[config.mk]
export PLATFORM = sky130hd
export DESIGN_NAME = hazard_ctrl_flat
export DESIGN_NICKNAME = d
export VERILOG_FILES = /design/src/rtl/hazard_ctrl_if.sv /design/src/rtl/hazard_ctrl.sv /design/src/flat_wrapper.sv
export SDC_FILE = /design/constraint.sdc
export NUM_CORES = 1
export LEC_CHECK = 0
export BUFFER_PORTS_ARGS = -buffer_cell sky130_fd_sc_hd__buf_2
export CAP_MARGIN = 30
export CORE_MARGIN = 2
export CORE_UTILIZATION = 30
export DETAILED_ROUTE_END_ITERATION = 16
export PLACE_DENSITY = 0.55
export SYNTH_ARGS = -nofsm -noshare
export SYNTH_HDL_FRONTEND = slang
export SYNTH_SLANG_ARGS = --single-unit
[constraint.sdc]
create_clock -name clk_i -period 6.14 [get_ports clk_i]
set_clock_uncertainty 0.15 [all_clocks]
set_input_delay 1.535 -clock clk_i [delete_from_list [all_inputs] [get_ports clk_i]]
set_output_delay 1.535 -clock clk_i [all_outputs]
set_load 0.03 [all_outputs]
[src/rtl/hazard_ctrl_if.sv]
// Pipeline-control bundle between the ID-stage datapath and the hazard controller.
// The master side drives the ID instruction and redirect; the slave side returns enables and counters.
interface hazard_ctrl_if #(
  parameter int DATA_WIDTH = 32,
  parameter int CNT_WIDTH  = 16
);
  logic [DATA_WIDTH-1:0] id_inst_i;
  logic                  id_valid_i;
  logic                  ex_br_sel_i;
  logic                  pc_en_o;
  logic                  if_id_en_o;
  logic                  if_id_flush_o;
  logic                  id_ex_en_o;
  logic                  id_ex_bubble_o;
  logic [CNT_WIDTH-1:0]  stall_cnt_o;
  logic [CNT_WIDTH-1:0]  flush_cnt_o;

  modport master (
    output id_inst_i, id_valid_i, ex_br_sel_i,
    input  pc_en_o, if_id_en_o, if_id_flush_o, id_ex_en_o, id_ex_bubble_o,
           stall_cnt_o, flush_cnt_o
  );

  modport slave (
    input  id_inst_i, id_valid_i, ex_br_sel_i,
    output pc_en_o, if_id_en_o, if_id_flush_o, id_ex_en_o, id_ex_bubble_o,
           stall_cnt_o, flush_cnt_o
  );
endinterface

[src/rtl/hazard_ctrl.sv]
// Interlocking hazard controller for a 5-stage RISC-V pipeline without register-file write-through.
// A 3-deep rd scoreboard (EX, MEM, WB) drives stall/flush decisions; stalls and flushes are counted.
module hazard_ctrl #(
  parameter int DATA_WIDTH = 32,
  parameter int CNT_WIDTH  = 16
) (
  input  logic           clk_i,
  input  logic           rst_ni,
  hazard_ctrl_if.slave   bus
);

  localparam logic [4:0] OP_OP     = 5'b01100;
  localparam logic [4:0] OP_IMM    = 5'b00100;
  localparam logic [4:0] OP_LOAD   = 5'b00000;
  localparam logic [4:0] OP_LUI    = 5'b01101;
  localparam logic [4:0] OP_AUIPC  = 5'b00101;
  localparam logic [4:0] OP_JAL    = 5'b11011;
  localparam logic [4:0] OP_JALR   = 5'b11001;
  localparam logic [4:0] OP_STORE  = 5'b01000;
  localparam logic [4:0] OP_BRANCH = 5'b11000;

  logic [4:0] opcode;
  logic [4:0] rd;
  logic [4:0] rs1;
  logic [4:0] rs2;
  logic       writesRd;
  logic       usesRs1;
  logic       usesRs2;
  logic       hazard;
  logic       stall;
  logic       flush;
  logic       issueValid;
  logic       unusedInst;

  // Scoreboard index 0 = EX, 1 = MEM, 2 = WB.
  logic [2:0]      sbValid_q, sbValid_d;
  logic [2:0][4:0] sbRd_q, sbRd_d;
  logic [CNT_WIDTH-1:0] stallCnt_q, stallCnt_d;
  logic [CNT_WIDTH-1:0] flushCnt_q, flushCnt_d;

  assign opcode = bus.id_inst_i[6:2];
  assign rd     = bus.id_inst_i[11:7];
  assign rs1    = bus.id_inst_i[19:15];
  assign rs2    = bus.id_inst_i[24:20];
  assign unusedInst = ^{bus.id_inst_i[DATA_WIDTH-1:25], bus.id_inst_i[14:12], bus.id_inst_i[1:0]};

  always_comb begin
    writesRd = 1'b0;
    usesRs1  = 1'b0;
    usesRs2  = 1'b0;
    case (opcode)
      OP_OP:     begin writesRd = 1'b1; usesRs1 = 1'b1; usesRs2 = 1'b1; end
      OP_IMM:    begin writesRd = 1'b1; usesRs1 = 1'b1; end
      OP_LOAD:   begin writesRd = 1'b1; usesRs1 = 1'b1; end
      OP_LUI:    writesRd = 1'b1;
      OP_AUIPC:  writesRd = 1'b1;
      OP_JAL:    writesRd = 1'b1;
      OP_JALR:   begin writesRd = 1'b1; usesRs1 = 1'b1; end
      OP_STORE:  begin usesRs1 = 1'b1; usesRs2 = 1'b1; end
      OP_BRANCH: begin usesRs1 = 1'b1; usesRs2 = 1'b1; end
      default:   ;
    endcase
  end

  // Any in-flight producer of a live source register blocks ID until it retires past WB.
  always_comb begin
    hazard = 1'b0;
    for (int i = 0; i < 3; i++) begin
      if (sbValid_q[i] &&
          ((usesRs1 && (rs1 != 5'd0) && (sbRd_q[i] == rs1)) ||
           (usesRs2 && (rs2 != 5'd0) && (sbRd_q[i] == rs2)))) begin
        hazard = 1'b1;
      end
    end
    hazard = hazard && bus.id_valid_i;
  end

  assign flush      = bus.ex_br_sel_i;
  assign stall      = hazard && !bus.ex_br_sel_i;
  assign issueValid = bus.id_valid_i && writesRd && (rd != 5'd0) && !stall && !flush;

  always_comb begin
    bus.pc_en_o        = 1'b1;
    bus.if_id_en_o     = 1'b1;
    bus.if_id_flush_o  = 1'b0;
    bus.id_ex_en_o     = 1'b1;
    bus.id_ex_bubble_o = 1'b0;
    if (flush) begin
      bus.if_id_flush_o  = 1'b1;
      bus.id_ex_bubble_o = 1'b1;
    end else if (stall) begin
      bus.pc_en_o        = 1'b0;
      bus.if_id_en_o     = 1'b0;
      bus.id_ex_bubble_o = 1'b1;
    end
  end

  // The scoreboard shifts every cycle; flush only blocks the new entry, older ones stay tracked.
  always_comb begin
    sbValid_d  = {sbValid_q[1:0], issueValid};
    sbRd_d     = {sbRd_q[1:0], rd};
    stallCnt_d = stallCnt_q;
    flushCnt_d = flushCnt_q;
    if (stall && (stallCnt_q != {CNT_WIDTH{1'b1}})) begin
      stallCnt_d = stallCnt_q + CNT_WIDTH'(1);
    end
    if (flush && (flushCnt_q != {CNT_WIDTH{1'b1}})) begin
      flushCnt_d = flushCnt_q + CNT_WIDTH'(1);
    end
  end

  always_ff @(posedge clk_i or negedge rst_ni) begin
    if (!rst_ni) begin
      sbValid_q  <= '0;
      sbRd_q     <= '0;
      stallCnt_q <= '0;
      flushCnt_q <= '0;
    end else begin
      sbValid_q  <= sbValid_d;
      sbRd_q     <= sbRd_d;
      stallCnt_q <= stallCnt_d;
      flushCnt_q <= flushCnt_d;
    end
  end

  assign bus.stall_cnt_o = stallCnt_q;
  assign bus.flush_cnt_o = flushCnt_q;

endmodule

[src/flat_wrapper.sv]
// flat-port wrapper written by rule: the top's interface ports become plain ports
module hazard_ctrl_flat 
#(
  parameter int DATA_WIDTH = 32,
  parameter int CNT_WIDTH  = 16
)
  (clk_i, rst_ni, bus_id_inst_i, bus_id_valid_i, bus_ex_br_sel_i, bus_pc_en_o, bus_if_id_en_o, bus_if_id_flush_o, bus_id_ex_en_o, bus_id_ex_bubble_o, bus_stall_cnt_o, bus_flush_cnt_o);
  hazard_ctrl_if #(.DATA_WIDTH(DATA_WIDTH), .CNT_WIDTH(CNT_WIDTH)) bus_i ();
  input  logic clk_i;
  input  logic rst_ni;
  input wire logic [$bits(bus_i.id_inst_i)-1:0] bus_id_inst_i;
  input wire logic [$bits(bus_i.id_valid_i)-1:0] bus_id_valid_i;
  input wire logic [$bits(bus_i.ex_br_sel_i)-1:0] bus_ex_br_sel_i;
  output wire logic [$bits(bus_i.pc_en_o)-1:0] bus_pc_en_o;
  output wire logic [$bits(bus_i.if_id_en_o)-1:0] bus_if_id_en_o;
  output wire logic [$bits(bus_i.if_id_flush_o)-1:0] bus_if_id_flush_o;
  output wire logic [$bits(bus_i.id_ex_en_o)-1:0] bus_id_ex_en_o;
  output wire logic [$bits(bus_i.id_ex_bubble_o)-1:0] bus_id_ex_bubble_o;
  output wire logic [$bits(bus_i.stall_cnt_o)-1:0] bus_stall_cnt_o;
  output wire logic [$bits(bus_i.flush_cnt_o)-1:0] bus_flush_cnt_o;
  assign bus_i.id_inst_i = bus_id_inst_i;
  assign bus_i.id_valid_i = bus_id_valid_i;
  assign bus_i.ex_br_sel_i = bus_ex_br_sel_i;
  assign bus_pc_en_o = bus_i.pc_en_o;
  assign bus_if_id_en_o = bus_i.if_id_en_o;
  assign bus_if_id_flush_o = bus_i.if_id_flush_o;
  assign bus_id_ex_en_o = bus_i.id_ex_en_o;
  assign bus_id_ex_bubble_o = bus_i.id_ex_bubble_o;
  assign bus_stall_cnt_o = bus_i.stall_cnt_o;
  assign bus_flush_cnt_o = bus_i.flush_cnt_o;
  hazard_ctrl #(.DATA_WIDTH(DATA_WIDTH), .CNT_WIDTH(CNT_WIDTH)) u_core (.clk_i(clk_i), .rst_ni(rst_ni), .bus(bus_i));
endmodule
==> Yosys cells after proc, flatten, opt, wreduce, memory -nomap -nowiden <==
Cells that the tools add are included.
{ "word_totals": {"reg_bits": 50, "word_cells": 66, "out_inout_bits": 37, "inputBits": 36} }
{ "op_classes": {"n_addsub": 2, "mux": 11, "n_reduce_logical": 31, "eq_ne": 16} }
{ "op_table": {"columns": ["cell", "count"], "rows": [
  ["$add A16 B1 Y16 const B", 2],
  ["$ne A16 B16 Y1 const B", 2],
  ["$eq A5 B5 Y1", 6],
  ["$logic_and A1 B1 Y1", 19],
  ["$eq A5 B4 Y1 const B", 3],
  ["$eq A5 B5 Y1 const B", 3],
  ["$reduce_bool A5 Y1", 3],
  ["$mux W1", 11],
  ["$eq A5 B3 Y1 const B", 2],
  ["$reduce_or A7 Y1", 1],
  ["$reduce_or A6 Y1", 1],
  ["$logic_not A5 Y1", 1],
  ["$logic_or A1 B1 Y1", 3],
  ["$reduce_or A3 Y1", 1],
  ["$logic_not A1 Y1", 2]
]} }

==> Depth between registers and ports, before layout <==
Gate-level depths: netlist of the first run.
{ "logic_depth": {"ltp_word": 15, "depth_mapped": 9, "depth_no_buf": 8} }

==> Least setup slack after synthesis of the first run <==
No wires, ideal clock.
{ "synth_path": {"path_kind": "input to output", "start": "input port bus_id_inst_i[19]", "end": "output port bus_pc_en_o", "slack_ns": 1.445, "path_buffers": 3, "arrival_ns": 3.010, "required_time_ns": 4.455, "stages": 9, "path_cell_list": "xor2_1 -> nor4_1 -> nand3_1 -> a31oi_1 -> a41o_1 -> buf_4 -> buf_6 -> nand2_1 -> buf_4"} }
{ "synth_via": {"elab_chain_len": 12, "word_cells_on_any_way": 21, "cone_classes": "3 x eq/ne; 5 x mux; 13 x reduce/logical"} }
{ "synth_lines": {"columns": ["item", "line_no", "text"], "rows": [
  ["start: declaration", "flat_wrapper.sv:11", "input wire logic [$bits(bus_i.id_inst_i)-1:0] bus_id_inst_i;"],
  ["$reduce_bool A5 Y1", "hazard_ctrl.sv:70", "((usesRs1 && (rs1 != 5'd0) && (sbRd_q[i] == rs1)) ||"],
  ["$logic_and A1 B1 Y1 (2 in a row)", "hazard_ctrl.sv:70", null],
  ["$logic_or A1 B1 Y1", "hazard_ctrl.sv:70", null],
  ["$logic_and A1 B1 Y1", "hazard_ctrl.sv:69", "if (sbValid_q[i] &&"],
  ["$mux W1 (2 in a row)", "hazard_ctrl.sv:69", null],
  ["$mux W1 (*)", "hazard_ctrl.sv:69", null],
  ["$logic_and A1 B1 Y1 (*)", "hazard_ctrl.sv:75", "hazard = hazard && bus.id_valid_i;"],
  ["$logic_and A1 B1 Y1 (*)", "hazard_ctrl.sv:79", "assign stall = hazard && !bus.ex_br_sel_i;"],
  ["$mux W1 (*) (2 in a row)", null, null],
  ["end: declaration", "flat_wrapper.sv:14", "output wire logic [$bits(bus_i.pc_en_o)-1:0] bus_pc_en_o;"]
]} }
Every way passes the cells marked *; elsewhere a longest branch is shown, timed or not.

==> Worst setup path in the final report of the first run <==
{ "layout_path": {"start": "input port bus_id_inst_i[19]", "end": "output port bus_pc_en_o"} }
{ "layout_via": {"elab_chain_len": 12, "word_cells_on_any_way": 21, "cone_classes": "3 x eq/ne; 5 x mux; 13 x reduce/logical"} }
{ "layout_lines": {"columns": ["item", "line_no", "text"], "rows": [
  ["$reduce_bool A5 Y1", "hazard_ctrl.sv:70", null],
  ["$logic_and A1 B1 Y1 (2 in a row)", "hazard_ctrl.sv:70", null],
  ["$logic_or A1 B1 Y1", "hazard_ctrl.sv:70", null],
  ["$logic_and A1 B1 Y1", "hazard_ctrl.sv:69", null],
  ["$mux W1 (2 in a row)", "hazard_ctrl.sv:69", null],
  ["$mux W1 (*)", "hazard_ctrl.sv:69", null],
  ["$logic_and A1 B1 Y1 (*)", "hazard_ctrl.sv:75", null],
  ["$logic_and A1 B1 Y1 (*)", "hazard_ctrl.sv:79", null],
  ["$mux W1 (*)", "hazard_ctrl.sv:91", "end else if (stall) begin"],
  ["$mux W1 (*)", "hazard_ctrl.sv:88", "if (flush) begin"]
]} }
Marks and branches as above.

==> summary by stage, run 1 <==
Outcome
The flow ran to the end, and the final reports show no timing, DRC or antenna violations.

Worst setup path
The critical path's largest stage delay is 340 ps. STA classifies the critical path endpoint as an output port. The setup slack of the most critical reg-to-reg path is 3690 ps. Walking the worst path, the cells encountered are buf_2 -> xor2_1 -> nor4_1 -> nand3_1 -> a31oi_1 -> a41o_1 -> buf_4 -> nand2_1 -> buf_2. The peak fanout along the critical path is 16.

For the worst setup path, the data arrival time is 3260 ps. Counting cells, the worst reg-to-reg path comes to 8. The launching point of the worst reg2reg path is u_core.sbRd_d[9].

The worst reg2reg path endpoint is u_core.bus.stall_cnt_o[1]. The most common cell type on the critical path is sky130_fd_sc_hd__buf_2. The critical path is of the in -> out type.

The category of the worst setup path launch point is a primary input. The largest individual stage delay along the critical path comes from the cell sky130_fd_sc_hd__nor4_1. For the worst setup path, the data required time is 4450 ps.

Logic synthesis
In the synthesized netlist, the number of instances is 220. The net count after synthesis is 258. The post-synthesis cell type count is 36. The synthesized area per cell is 11.1 µm². The Yosys step of the flow raised 0 warnings.

The share of synthesized area occupied by flip-flops and latches is 0.512. The synthesized design contains 50 register bits. Summing every instance area after synthesis gives 2450 µm².

STA
The setup-violating endpoint count in the final report is 0. The hold violation total from the final report is 0. The sum of negative setup slack is 0 ps. Based on the critical path, the design can be clocked at up to 202 MHz. The worst-case setup margin in the final layout is 1190 ps. In the finished design, the share of the clock period the worst path needs comes to 0.806.

Across all hold checks on the routed design, the worst slack comes to 260 ps. Setup repair after global routing left no endpoint under its margin. The max-slew violation count was 0. Subtracting the final worst setup slack from the clock period gives 4950 ps. For the pin with the worst max-slew slack, the measured transition is 638 ps. Measured against its own limit, the worst slew margin works out to 0.575.

Placed design
In this run the cell area measured after placement is 2830 µm². Routability-driven placement finished with a final weighted congestion of 0.745. The post-placement worst setup slack is 1180 ps. Once placement completed, the tool counted placed cells totaling 377. Port buffering added 59 buffers. The half-perimeter wire length after detailed placement is 3.85 mm.

Route
In this run the remaining antenna-violating nets after routing total 0. After the first detailed-routing iteration, the DRC count stood at 67. The routed design has 5.13 mm of wire. The detailed router placed 1810 vias in this run. The first-pass iteration count of the detailed router is 4.

The total DRC errors in the routed layout is 0. The via density per instance is 4.69. Dividing the detail-routed wire length by the instance count gives 13.3 µm.

Global route
The total global-route track usage is 0.124. The number of antenna violations at the first check in global routing is 1. The pin count of the biggest net entering global routing is 51. The first global-routing pass estimated 8.60 mm of wire.

The global route total overflow is 0. The number of global-route vias before repair is 1778. The met1 track utilization from global routing is 0.168. For this run, global-route usage on met3 was measured as 0.0321.

The layer carrying the most global-route usage is met2. For met2 alone, demand over resource in global routing was 0.194.

CTS
Buffers inserted to repair hold after CTS numbered 0. The clock-pin slew on the worst setup and hold paths is 100 ps. In this run, CTS created clock tree buffers numbering 5. The H-tree generated during clock tree synthesis spans 2 levels. The number of resized instances in the post-cts repair step is 0. In this run the clock root is driven by a sky130_fd_sc_hd__clkbuf_8. The TritonCTS clock tree is built. In this run the post-CTS setup repair buffer count came out at 0. The clock passes through at most 2 buffers. The source-to-sink clock delay at the later pin of the worst-skew pair is 300 ps. The total number of clock tree sinks is 50.

Finish
The finished cells cover 2920 µm². Excluding fillers, the count of instances in the completed layout stands at 386. The core occupancy in the finished layout is 0.375. The area overhead of the layout relative to synthesis is 19.5%. The leading cell type in the layout, fill and taps excluded is sky130_fd_sc_hd__buf_2. At the end of the flow, the number of nets in the layout was 320. Of the cells placed in the final design, the portion with a size suffix greater than 1 is 0.272. The library cells used most frequently in the layout, excluding fill and tap cells, are sky130_fd_sc_hd__buf_2 (59), sky130_fd_sc_hd__dfrtp_1 (50), sky130_fd_sc_hd__xnor2_1 (33), sky130_fd_sc_hd__xor2_1 (26), sky130_fd_sc_hd__nand3_1 (19).

Floorplanning
The effective utilization at floorplan is 0.313. The overall die height is 94.3 µm. The die area is 8890 µm².

The die boundary width is 94.3 µm. For this design the top-level I/O count stands at 73. The count of standard-cell rows is 32. The core region is 7810 µm².

Power
The peak supply drop is 0.210 mV. The final total power is 718 µW. The power per cell area is 246 nW/µm². In this run the static leakage power is 1.37 nW.

Min path
The start point of the worst min-delay path is u_core.sbValid_q[0]. The worst hold path terminates at u_core.sbValid_q[1]. The worst hold path stage count is 0. The min-delay analysis places its worst path in the category reg -> reg.

Run
Max-cap violations in this run came to 0.
routing by layer:
metal / vias to the layer above / share of wire
li1: 892 / -
met1: 867 / 0.46
met2: 46 / 0.47
met3: 5 / 0.057
met4: 0 / 0.013
met5: - / 0
critical path: cells and delay by family:
kind | cells | cell delay (ps)
xor gates and xnor gates | 1 | 160
AOI/OAI and AO/OA | 2 | 400
and+or+nand+nor | 3 | 570
buffers and inverters | 3 | 580
state kept, by name, indices dropped and copies added (netlist names):
register and flops:
u_core.bus.stall_cnt_o 16, u_core.bus.flush_cnt_o 16, u_core.sbValid_q 3, u_core.sbRd_q 5, u_core.sbRd_d 10
cell usage after synthesis:
master                      n  area [µm²]
sky130_fd_sc_hd__conb_1     1        3.75
sky130_fd_sc_hd__nor2_1     8        30.0
sky130_fd_sc_hd__and4_1     2        17.5
sky130_fd_sc_hd__o21ai_0    1        5.00
sky130_fd_sc_hd__xnor2_1   33         289
sky130_fd_sc_hd__o21bai_1   1        7.51
sky130_fd_sc_hd__nor3_1     4        20.0
sky130_fd_sc_hd__a31oi_1    1        6.26
sky130_fd_sc_hd__a32oi_1    1        8.76
sky130_fd_sc_hd__buf_6      2        22.5
sky130_fd_sc_hd__nand2_1   17        63.8
sky130_fd_sc_hd__ha_1       2        25.0
sky130_fd_sc_hd__nand4_1   12        75.1
sky130_fd_sc_hd__and2_1     3        18.8
sky130_fd_sc_hd__mux2_2     1        11.3
sky130_fd_sc_hd__mux2_1     1        11.3
sky130_fd_sc_hd__and2b_2    1        8.76
sky130_fd_sc_hd__o31ai_1    1        7.51
sky130_fd_sc_hd__a211oi_1   1        7.51
sky130_fd_sc_hd__or4_1      1        7.51
sky130_fd_sc_hd__a21oi_1    2        10.0
sky130_fd_sc_hd__nor2b_1    1        6.26
sky130_fd_sc_hd__xor2_1    26         228
sky130_fd_sc_hd__o31a_1     2        17.5
sky130_fd_sc_hd__a21o_1     1        7.51
sky130_fd_sc_hd__inv_1      2        7.51
sky130_fd_sc_hd__dfrtp_1   50        1250
sky130_fd_sc_hd__buf_4      4        30.0
sky130_fd_sc_hd__and3_1     5        31.3
sky130_fd_sc_hd__nand3_2    4        40.0
sky130_fd_sc_hd__and3_4     1        11.3
sky130_fd_sc_hd__a41o_1     1        10.0
sky130_fd_sc_hd__a211o_1    1        8.76
sky130_fd_sc_hd__nor4_1     6        37.5
sky130_fd_sc_hd__and2_2     1        7.51
sky130_fd_sc_hd__nand3_1   19        95.1
worst max-delay path by stage:
stage	depth (start not counted)	from	slack [ps]	to
after global routing	9	bus_id_inst_i[19]	1020	bus_if_id_en_o
after floorplan	9	bus_id_inst_i[19]	1450	bus_pc_en_o
after CTS	9	bus_id_inst_i[19]	1180	bus_pc_en_o
after global placement	9	bus_id_inst_i[19]	1190	bus_pc_en_o
after detailed placement	9	bus_id_inst_i[19]	1180	bus_pc_en_o
final	9	bus_id_inst_i[19]	1190	bus_pc_en_o
logic make-up (layout without fill, tap and decap cells):
family	after synthesis	in the layout	synth area share
mux	2	2	0.00921
fa+ha+maj	2	2	0.0102
compound gates	13	13	0.0394
xor+xnor	59	59	0.211
buf+inv	8	71	0.0246
other cells	1	2	0.00153
flops	50	50	0.512
simple gates	85	85	0.192
cell type report:
type | instances | area, µm²
Inverter | 2 | 7.51
Fill cell | 817 | 4880
Clock inverter | 3 | 21.3
Multi-Input combinational cell | 162 | 1130
Antenna cell | 1 | 2.50
Tap cell | 102 | 128
Sequential cell | 50 | 1250
Clock buffer | 5 | 68.8
Timing Repair Buffer | 61 | 310
power by group:
part	switching (mW)	internal, mW	total [mW]
registers	0.0311	0.355	0.386
clock network	0.112	0.0803	0.193
logic	0.0886	0.0510	0.140
total	0.232	0.486	0.718
No activity file was read; power rests on OpenSTA's default activity.
==> inputs of run 2 (changes only) <==
- ABC_AREA: unset -> 1
- PLACE_DENSITY: 0.55 -> 0.56
- clock period: 6.14 -> 4.2 ns (I/O delays scaled with it)
==> run 2 against run 1 <==
Compared with the run above:
- routed wire length grew 23%
- flip-flop and latch count is the same
- synthesized cell count grew 60%
- non-clock buffer count shrank 1
- first-iteration DRC count shrank 9.0%
- clock-buffer cell count grew 1
- critical path type unchanged
==> summary by stage, run 2 <==
STA
Adding up every negative setup slack in the final design gives 0 ps. The shortest clock period the worst path allows after layout is 3570 ps. The hold violation total from the final report is 0.

The worst-case setup margin in the final layout is 630 ps. In the finished design, the share of the clock period the worst path needs comes to 0.850. Setup repair after global routing left no endpoint under its margin.

Timing would allow up to 280 MHz. The max-slew violation count came to 0. Setup violations remaining at the end of the flow were counted as 0.

Logic synthesis
The most common cell in the synthesized netlist is sky130_fd_sc_hd__nand2_1. Yosys mapped the design onto 30 distinct sky130hd cell types. Synthesis produced a netlist with a net count of 391. The post-synthesis cell type with the largest combined area is sky130_fd_sc_hd__dfrtp_1. In this run, synthesis inferred 0 flip-flops with an integrated enable.

During synthesis, Yosys emitted a total of 0 warnings. Ranked by instance count, the synthesized netlist is headed by sky130_fd_sc_hd__nand2_1 (121), sky130_fd_sc_hd__dfrtp_1 (50), sky130_fd_sc_hd__inv_1 (38), sky130_fd_sc_hd__nor2_1 (31), sky130_fd_sc_hd__xor2_1 (27). Summing every instance area after synthesis gives 2820 µm². In this run, synthesis produced a sequential element count of 50. The synthesized area per cell is 8.00 µm². The share of the synthesized area in the top cell type is 0.443. The cell count after synthesis is 353.

Of the synthesized area, sequential elements account for 0.443. Among all flip-flop cells after synthesis, the most frequent one is sky130_fd_sc_hd__dfrtp_1. The fraction of registers with async set or reset after synthesis is 1.00.

After synthesis, the cell types taking the most area are sky130_fd_sc_hd__dfrtp_1 (44%), sky130_fd_sc_hd__nand2_1 (16%), sky130_fd_sc_hd__xor2_1 (8.4%).

Worst setup path
The peak fanout along the critical path is 5. The element type at the critical path end is an output port. The data arrival time of the critical path is 2370 ps. The dominant delay contributor by cell family on the critical path is simple AND/OR/NAND/NOR gates. The number of buffers and inverters on the critical path is 2. For this run, the slowest stage of the critical path takes 240 ps. The most common cell type on the critical path is sky130_fd_sc_hd__nand2_1. The slowest stage of the critical path is the sky130_fd_sc_hd__or2_1 cell. Walking the worst path, the cells encountered are buf_2 -> or2_1 -> nor2_1 -> nor2_2 -> nand2_1 -> nand2_1 -> nand2_1 -> nand3_4 -> nand2_1 -> nand2_1 -> buf_2. The data required time of the worst path is 3000 ps. The worst setup path is launched from a primary input. The critical setup path kind is in -> out.

Placed design
Summed over all nets, the half-perimeter wirelength after detailed placement is 4.91 mm. After detailed placement, the total cell area comes to 3220 µm². The count of buffers inserted at the top-level ports is 59. OpenSTA, run right after detailed placement, puts the worst setup slack at 612 ps. After detailed placement, the design holds a cell count of 519. The final weighted congestion in routability-driven placement is 0.852.

CTS
Post-CTS timing repair inserted 0 buffers for setup. For the worst-skew pair, the clock arrives at the later sink with an insertion delay of 300 ps. In this run the number of H-tree levels came out at 2. The clock root buffer is sky130_fd_sc_hd__clkbuf_8. The number of resized instances in the post-cts repair step is 0. The clock drives 50 sinks. The TritonCTS clock tree is built. The number of buffers created by CTS is 5. Buffers inserted to repair hold after CTS numbered 0.

The clock-pin slew on the worst setup and hold paths is 90 ps. In this run the deepest clock path goes through 2 buffers.

Power
The internal power is 859 µW. The net switching power of the design is 362 µW. The share of total power in combinational logic is 0.194. The power per cell area is 363 nW/µm². The leakage power figure is 1.81 nW. The peak supply drop is 0.165 mV. The final total power is 1.22 mW. The switching power as a share of total power is 0.296. The clock network fraction of design power is 0.340.

The sequential share of power is 0.466.

Route
The starting DRC count in detailed routing is 61. The first-pass iteration count of the detailed router is 4. In the routed design, unresolved DRC markers number 0. The remaining antenna violation count after routing is 0. The post-detailed-route wirelength per cell is 12.0 µm. The routed design has 6.33 mm of wire. The detailed router placed 2325 vias in this run. The via density per instance is 4.41.

Global route
The total global-route track usage is 0.130. The first global-routing pass estimated 10.7 mm of wire. The pin count of the biggest net entering global routing is 30. The number of global-route vias before repair is 2249. The global route total overflow is 0. The number of antenna violations at the first check in global routing is 0.

Finish
Leaving out fill and tap cells, the most frequent cells in the layout are sky130_fd_sc_hd__nand2_1 (121), sky130_fd_sc_hd__buf_2 (59), sky130_fd_sc_hd__dfrtp_1 (50), sky130_fd_sc_hd__inv_1 (38), sky130_fd_sc_hd__nor2_1 (31). The final cell count without fillers is 527. The number of diodes added for antenna fixing is 0.

The post-layout net count is 453. The post-route cell area is 3370 µm². The area overhead of the layout relative to synthesis is 19.2%. The library cell used most frequently in the layout, excluding fill and tap cells, is sky130_fd_sc_hd__nand2_1. The share of final-layout standard cells stronger than drive strength 1 is 0.202.

Floorplanning
The die area is 10200 µm². In this run the standard cell core region covers 9200 µm². The overall die height is 101 µm. The initialized floorplan defines 35 standard-cell rows. 73 I/O pins were placed. In this run the horizontal extent of the chip is 101 µm. The effective utilization at floorplan is 0.307.

Min path
The type of the most critical hold path is reg -> reg.

Run
Across the run, the number of max-cap violations was 0.

Outcome
The run finished with clean final reports.
==> run 2: cell count changes in the layout (fill, tap and decap cells not counted), moves of 5 or more <==
| cell | previous run | this run |
|---|---|---|
| sky130_fd_sc_hd__and3_1 | 5 | 0 |
| sky130_fd_sc_hd__inv_1 | 2 | 38 |
| sky130_fd_sc_hd__nand2_1 | 17 | 121 |
| sky130_fd_sc_hd__nand4_1 | 12 | 4 |
| sky130_fd_sc_hd__nor2_1 | 8 | 31 |
| sky130_fd_sc_hd__nor4_1 | 6 | 0 |
| sky130_fd_sc_hd__xnor2_1 | 33 | 17 |
==> run 2: logic make-up after synthesis <==
kind of cell	Yosys count	share of synthesized area
xor gates and xnor gates	44	0.136
muxes	1	0.00399
AOI/OAI and AO/OA	10	0.0230
other	1	0.00133
buffers and inverters	45	0.0682
adders and majority gates	2	0.00886
DFF	50	0.443
and+or+nand+nor	200	0.315
==> run 2: area by class of cell <==
cell class	instances	area, µm²
inverter	40	150
tap	111	139
clock buffer	6	82.6
multi-input combinational	258	1380
timing repair buffer	60	303
clock inverter	2	60.1
sequential	50	1250
fill	961	5830
==> run 2: metrics by stage <==
| step | hold slack [ps] | utilization |
|---|---|---|
| after global routing | 266 | 0.366 |
| after detailed placement | 240 | 0.350 |
| after global placement | 229 | 0.350 |
| after CTS | 258 | 0.366 |
| after floorplan | 222 | - |
| final | 254 | 0.366 |
==> run 2: path summary, 6_finish.rpt <==
kind / slack [ps] / end / cells after the start / from
min in group asynchronous: 550 / u_core.sbRd_q[10] / 1 / rst_ni
max in group asynchronous: 2580 / u_core.bus.stall_cnt_o[4] / 2 / rst_ni
worst max-delay path: 630 / bus_id_ex_bubble_o / 11 / bus_id_inst_i[16]
worst min register to register: 250 / u_core.sbValid_q[2] / 0 / u_core.sbValid_q[1]
worst max register to register: 2080 / u_core.bus.flush_cnt_o[15] / 13 / u_core.bus.flush_cnt_o[0]
worst min-delay path: 250 / u_core.sbValid_q[2] / 0 / u_core.sbValid_q[1]
==> run 2: power by group through the flow <==
stage	clock [mW]	sequential, mW	combinational (mW)
after global routing	0.450	0.576	0.265
after detailed placement	0	0.579	0.240
after CTS	0.430	0.569	0.241
after global placement	0	0.575	0.239
after floorplan	0	0.635	0.0953
final	0.415	0.569	0.237
==> run 2: routing by layer <==
| layer | global-route usage | wire length [µm] | vias up |
|---|---|---|---|
| met3 | 0.0264 | 191 | 8 |
| met4 | 0.0322 | 56 | 0 |
| met2 | 0.221 | 3150 | 37 |
| met1 | 0.171 | 2930 | 1076 |
| li1 | - | - | 1204 |
| met5 | 0 | 0 | - |
==> inputs of run 3 (changes only) <==
- clock period: 4.2 -> 3.1 ns (I/O delays scaled with it)
==> run 3 against run 2 <==
Compared with the run above:
- routed wire length decreased by 0.71%
- die area is the same
- sequential power is 35% higher
- final area down 0.26%
- sequential share of layout area rose by 0.097 points
- non-clock buffer count is the same
- critical path depth decreased by 1
- combinational power grew 38%
- via count up 1.8%
- final cell count stayed put
- largest power group unchanged
==> summary by stage, run 3 (synthesis results as in run 2) <==
Outcome
The run finished with clean final reports.

Floorplanning
The die boundary width is 101 µm. The placeable core region is 9200 µm². The die area is 10200 µm². Row generation in the floorplan step produced 35 rows.

The boundary pin count is 73. The overall die height is 101 µm. The effective utilization at floorplan is 0.307.

Finish
In the final layout, the share of cells above drive strength 1 is 0.207. In the layout the commonest cells are sky130_fd_sc_hd__nand2_1 (121), sky130_fd_sc_hd__buf_2 (58), sky130_fd_sc_hd__dfrtp_1 (50), sky130_fd_sc_hd__inv_1 (38), sky130_fd_sc_hd__nor2_1 (29). The area used by multi-input combinational logic is 1390 µm². Relative to the synthesized area, the layout overhead comes to 18.9%.

Once layout is complete, the utilization of the core stands at 0.365. For this run, the number of standard cells in the final layout without fillers is 527. The post-layout net count is 453. The leading cell type in the layout, fill and taps excluded is sky130_fd_sc_hd__nand2_1. Registers take 1250 µm². After routing the design area is 3360 µm². The number of diodes added for antenna fixing is 0. Counting the fill cells in the layout gives 993.

Worst setup path
The most common cell type on the critical path is sky130_fd_sc_hd__nand2_1. Following the worst setup path forward leads to its endpoint at bus_if_id_en_o. STA classifies the critical path startpoint as a primary input. The launching point of the worst reg2reg path is u_core.bus.flush_cnt_o[0]. The number of cells on the critical path is 10. Counting both buffers and inverters, the worst setup path holds a total of 2. In this run the worst path has a maximum fanout of 5.

Walking the worst path, the cells encountered are buf_2 -> or2_1 -> nor2_2 -> nor2_4 -> nand2_1 -> nand2_1 -> nand2_1 -> nand3_4 -> nand3_4 -> buf_2. On the critical path, the stage with the largest delay is an instance of sky130_fd_sc_hd__or2_1. The critical setup path kind is in -> out. The dominant delay contributor by cell family on the critical path is simple AND/OR/NAND/NOR gates. STA classifies the critical path endpoint as an output port. The setup check on the worst reg-to-reg path leaves a slack of 980 ps. The worst reg-to-reg path cell count is 13.

In this run the critical register-to-register path is captured at u_core.bus.flush_cnt_o[15]. For the worst setup path, the data required time is 2170 ps. In this run the worst setup path begins at bus_id_inst_i[16].

Data arrives at the worst endpoint at 2040 ps. The critical path's largest stage delay is 240 ps.

STA
The hold violation total from the final report came to 0. Adding up every negative setup slack in the final design gives 0 ps. The max-slew violation count is 0. For the pin with the worst max-slew slack, the measured transition is 607 ps. The shortest clock period the worst path allows after layout is 2970 ps.

The highest achievable clock rate is 337 MHz. The part of the cycle the worst path needs is 0.958. The setup-violating endpoint count in the final report is 0. The relative slew slack is 0.596.

Min path
The tightest min-delay check is of the reg -> reg type.

Power
Across the VDD grid, the largest voltage drop is 0.213 mV. Dividing total power by cell area gives a power density of 463 nW/µm². The design draws 1.56 mW. The analysis attributes to cell leakage a power of 1.80 nW.

Route
The remaining antenna violation count after routing is 0. The total DRC errors in the routed layout is 0. The starting DRC count in detailed routing is 60. The detailed-route via count is 2367. The via density per instance is 4.49.

The met3 routed wirelength is 256 µm. The first-pass iteration count of the detailed router is 4. The post-detailed-route wirelength per cell is 11.9 µm.

The routed wire length on met2 is 3.01 mm. Routed signal wires occupy layers up through met4. The detailed router put a total of 2.91 mm of wire on met1. The wire length after detailed routing is 6.28 mm.

CTS
The source-to-sink clock delay at the later pin of the worst-skew pair is 300 ps. The clock net in this run drives a total of 50 sinks. In this run the deepest clock path goes through 2 buffers.

In this run the number of H-tree levels came out at 2. The clock root buffer is sky130_fd_sc_hd__clkbuf_8. The number of buffers created by CTS is 5.

TritonCTS built the clock tree. The clock-pin slew on the worst setup and hold paths is 90 ps.

Placed design
The standard cell area after detailed placement is 3240 µm². The total placed cells including tap cells is 519. The count of buffers inserted at the top-level ports is 59.

Once detailed placement completed, the half-perimeter wirelength came to 4.83 mm. Routability-driven placement finished with a final weighted congestion of 0.914.

Global route
The number of antenna violations at the first check in global routing is 0. The number of global-route vias before repair is 2327. After global routing the overflow that remains totals 0. The total global-route track usage is 0.130. The pin count of the biggest net entering global routing is 27. The first global-routing pass estimated 10.7 mm of wire.

Run
The number of max-capacitance violations reported is 0.
-- run 3: cell count changes in the layout (fill, tap and decap cells not counted), sizes merged --
cell,before,now
clkinv,0,2
bufinv,2,1
clkbuf,6,5
-- run 3: how the worst min path moves through the flow --
stage / from / endpoint / slack [ps] / cells after the start
6_report: u_core.sbValid_q[0] / u_core.sbValid_q[1] / 250 / 0
5_1_grt: u_core.sbValid_q[0] / u_core.sbValid_q[1] / 280 / 0
3_5_place_dp: u_core.sbValid_q[0] / u_core.sbValid_q[1] / 240 / 0
4_1_cts: u_core.sbValid_q[0] / u_core.sbValid_q[1] / 250 / 0
2_1_floorplan: u_core.sbValid_q[0] / u_core.sbValid_q[1] / 220 / 0
3_3_place_gp: u_core.sbValid_q[1] / u_core.sbValid_q[2] / 230 / 0
-- run 3: per-layer routing --
| layer | track usage | vias up |
|---|---|---|
| met3 | 0.0270 | 9 |
| met1 | 0.166 | 1100 |
| met4 | 0.0405 | 0 |
| li1 | - | 1210 |
| met5 | 0 | - |
| met2 | 0.220 | 48 |
-- run 3: final cells by class --
| type | instances | area share |
|---|---|---|
| clock buffer | 5 | 0.0205 |
| multi-input combinational | 258 | 0.414 |
| tap | 111 | 0.0414 |
| inverter | 40 | 0.0447 |
| clock inverter | 3 | 0.0119 |
| timing repair buffer | 60 | 0.0947 |
| sequential | 50 | 0.373 |
-- run 3: power by group --
group	switching, mW	internal (mW)	leakage (nW)	total (mW)
Combinational	0.212	0.115	1.09	0.326
Sequential	0.0609	0.708	0.651	0.769
Clock	0.223	0.238	0.0579	0.460
Total	0.495	1.06	1.80	1.56
-- run 3: per-stage QoR --
stage	setup slack [ps]	hold slack (ps)
4_1_cts	97.2	255
6_report	131	252
2_1_floorplan	374	222
3_5_place_dp	109	236
5_1_grt	-1.25	282
3_3_place_gp	106	230
-- run 3: timing repair --
action | CTS | global route
resized for setup | 0 | 5
setup endpoints to repair | 0 | 3
setup buffers | 0 | 0
hold buffers | 0 | 0
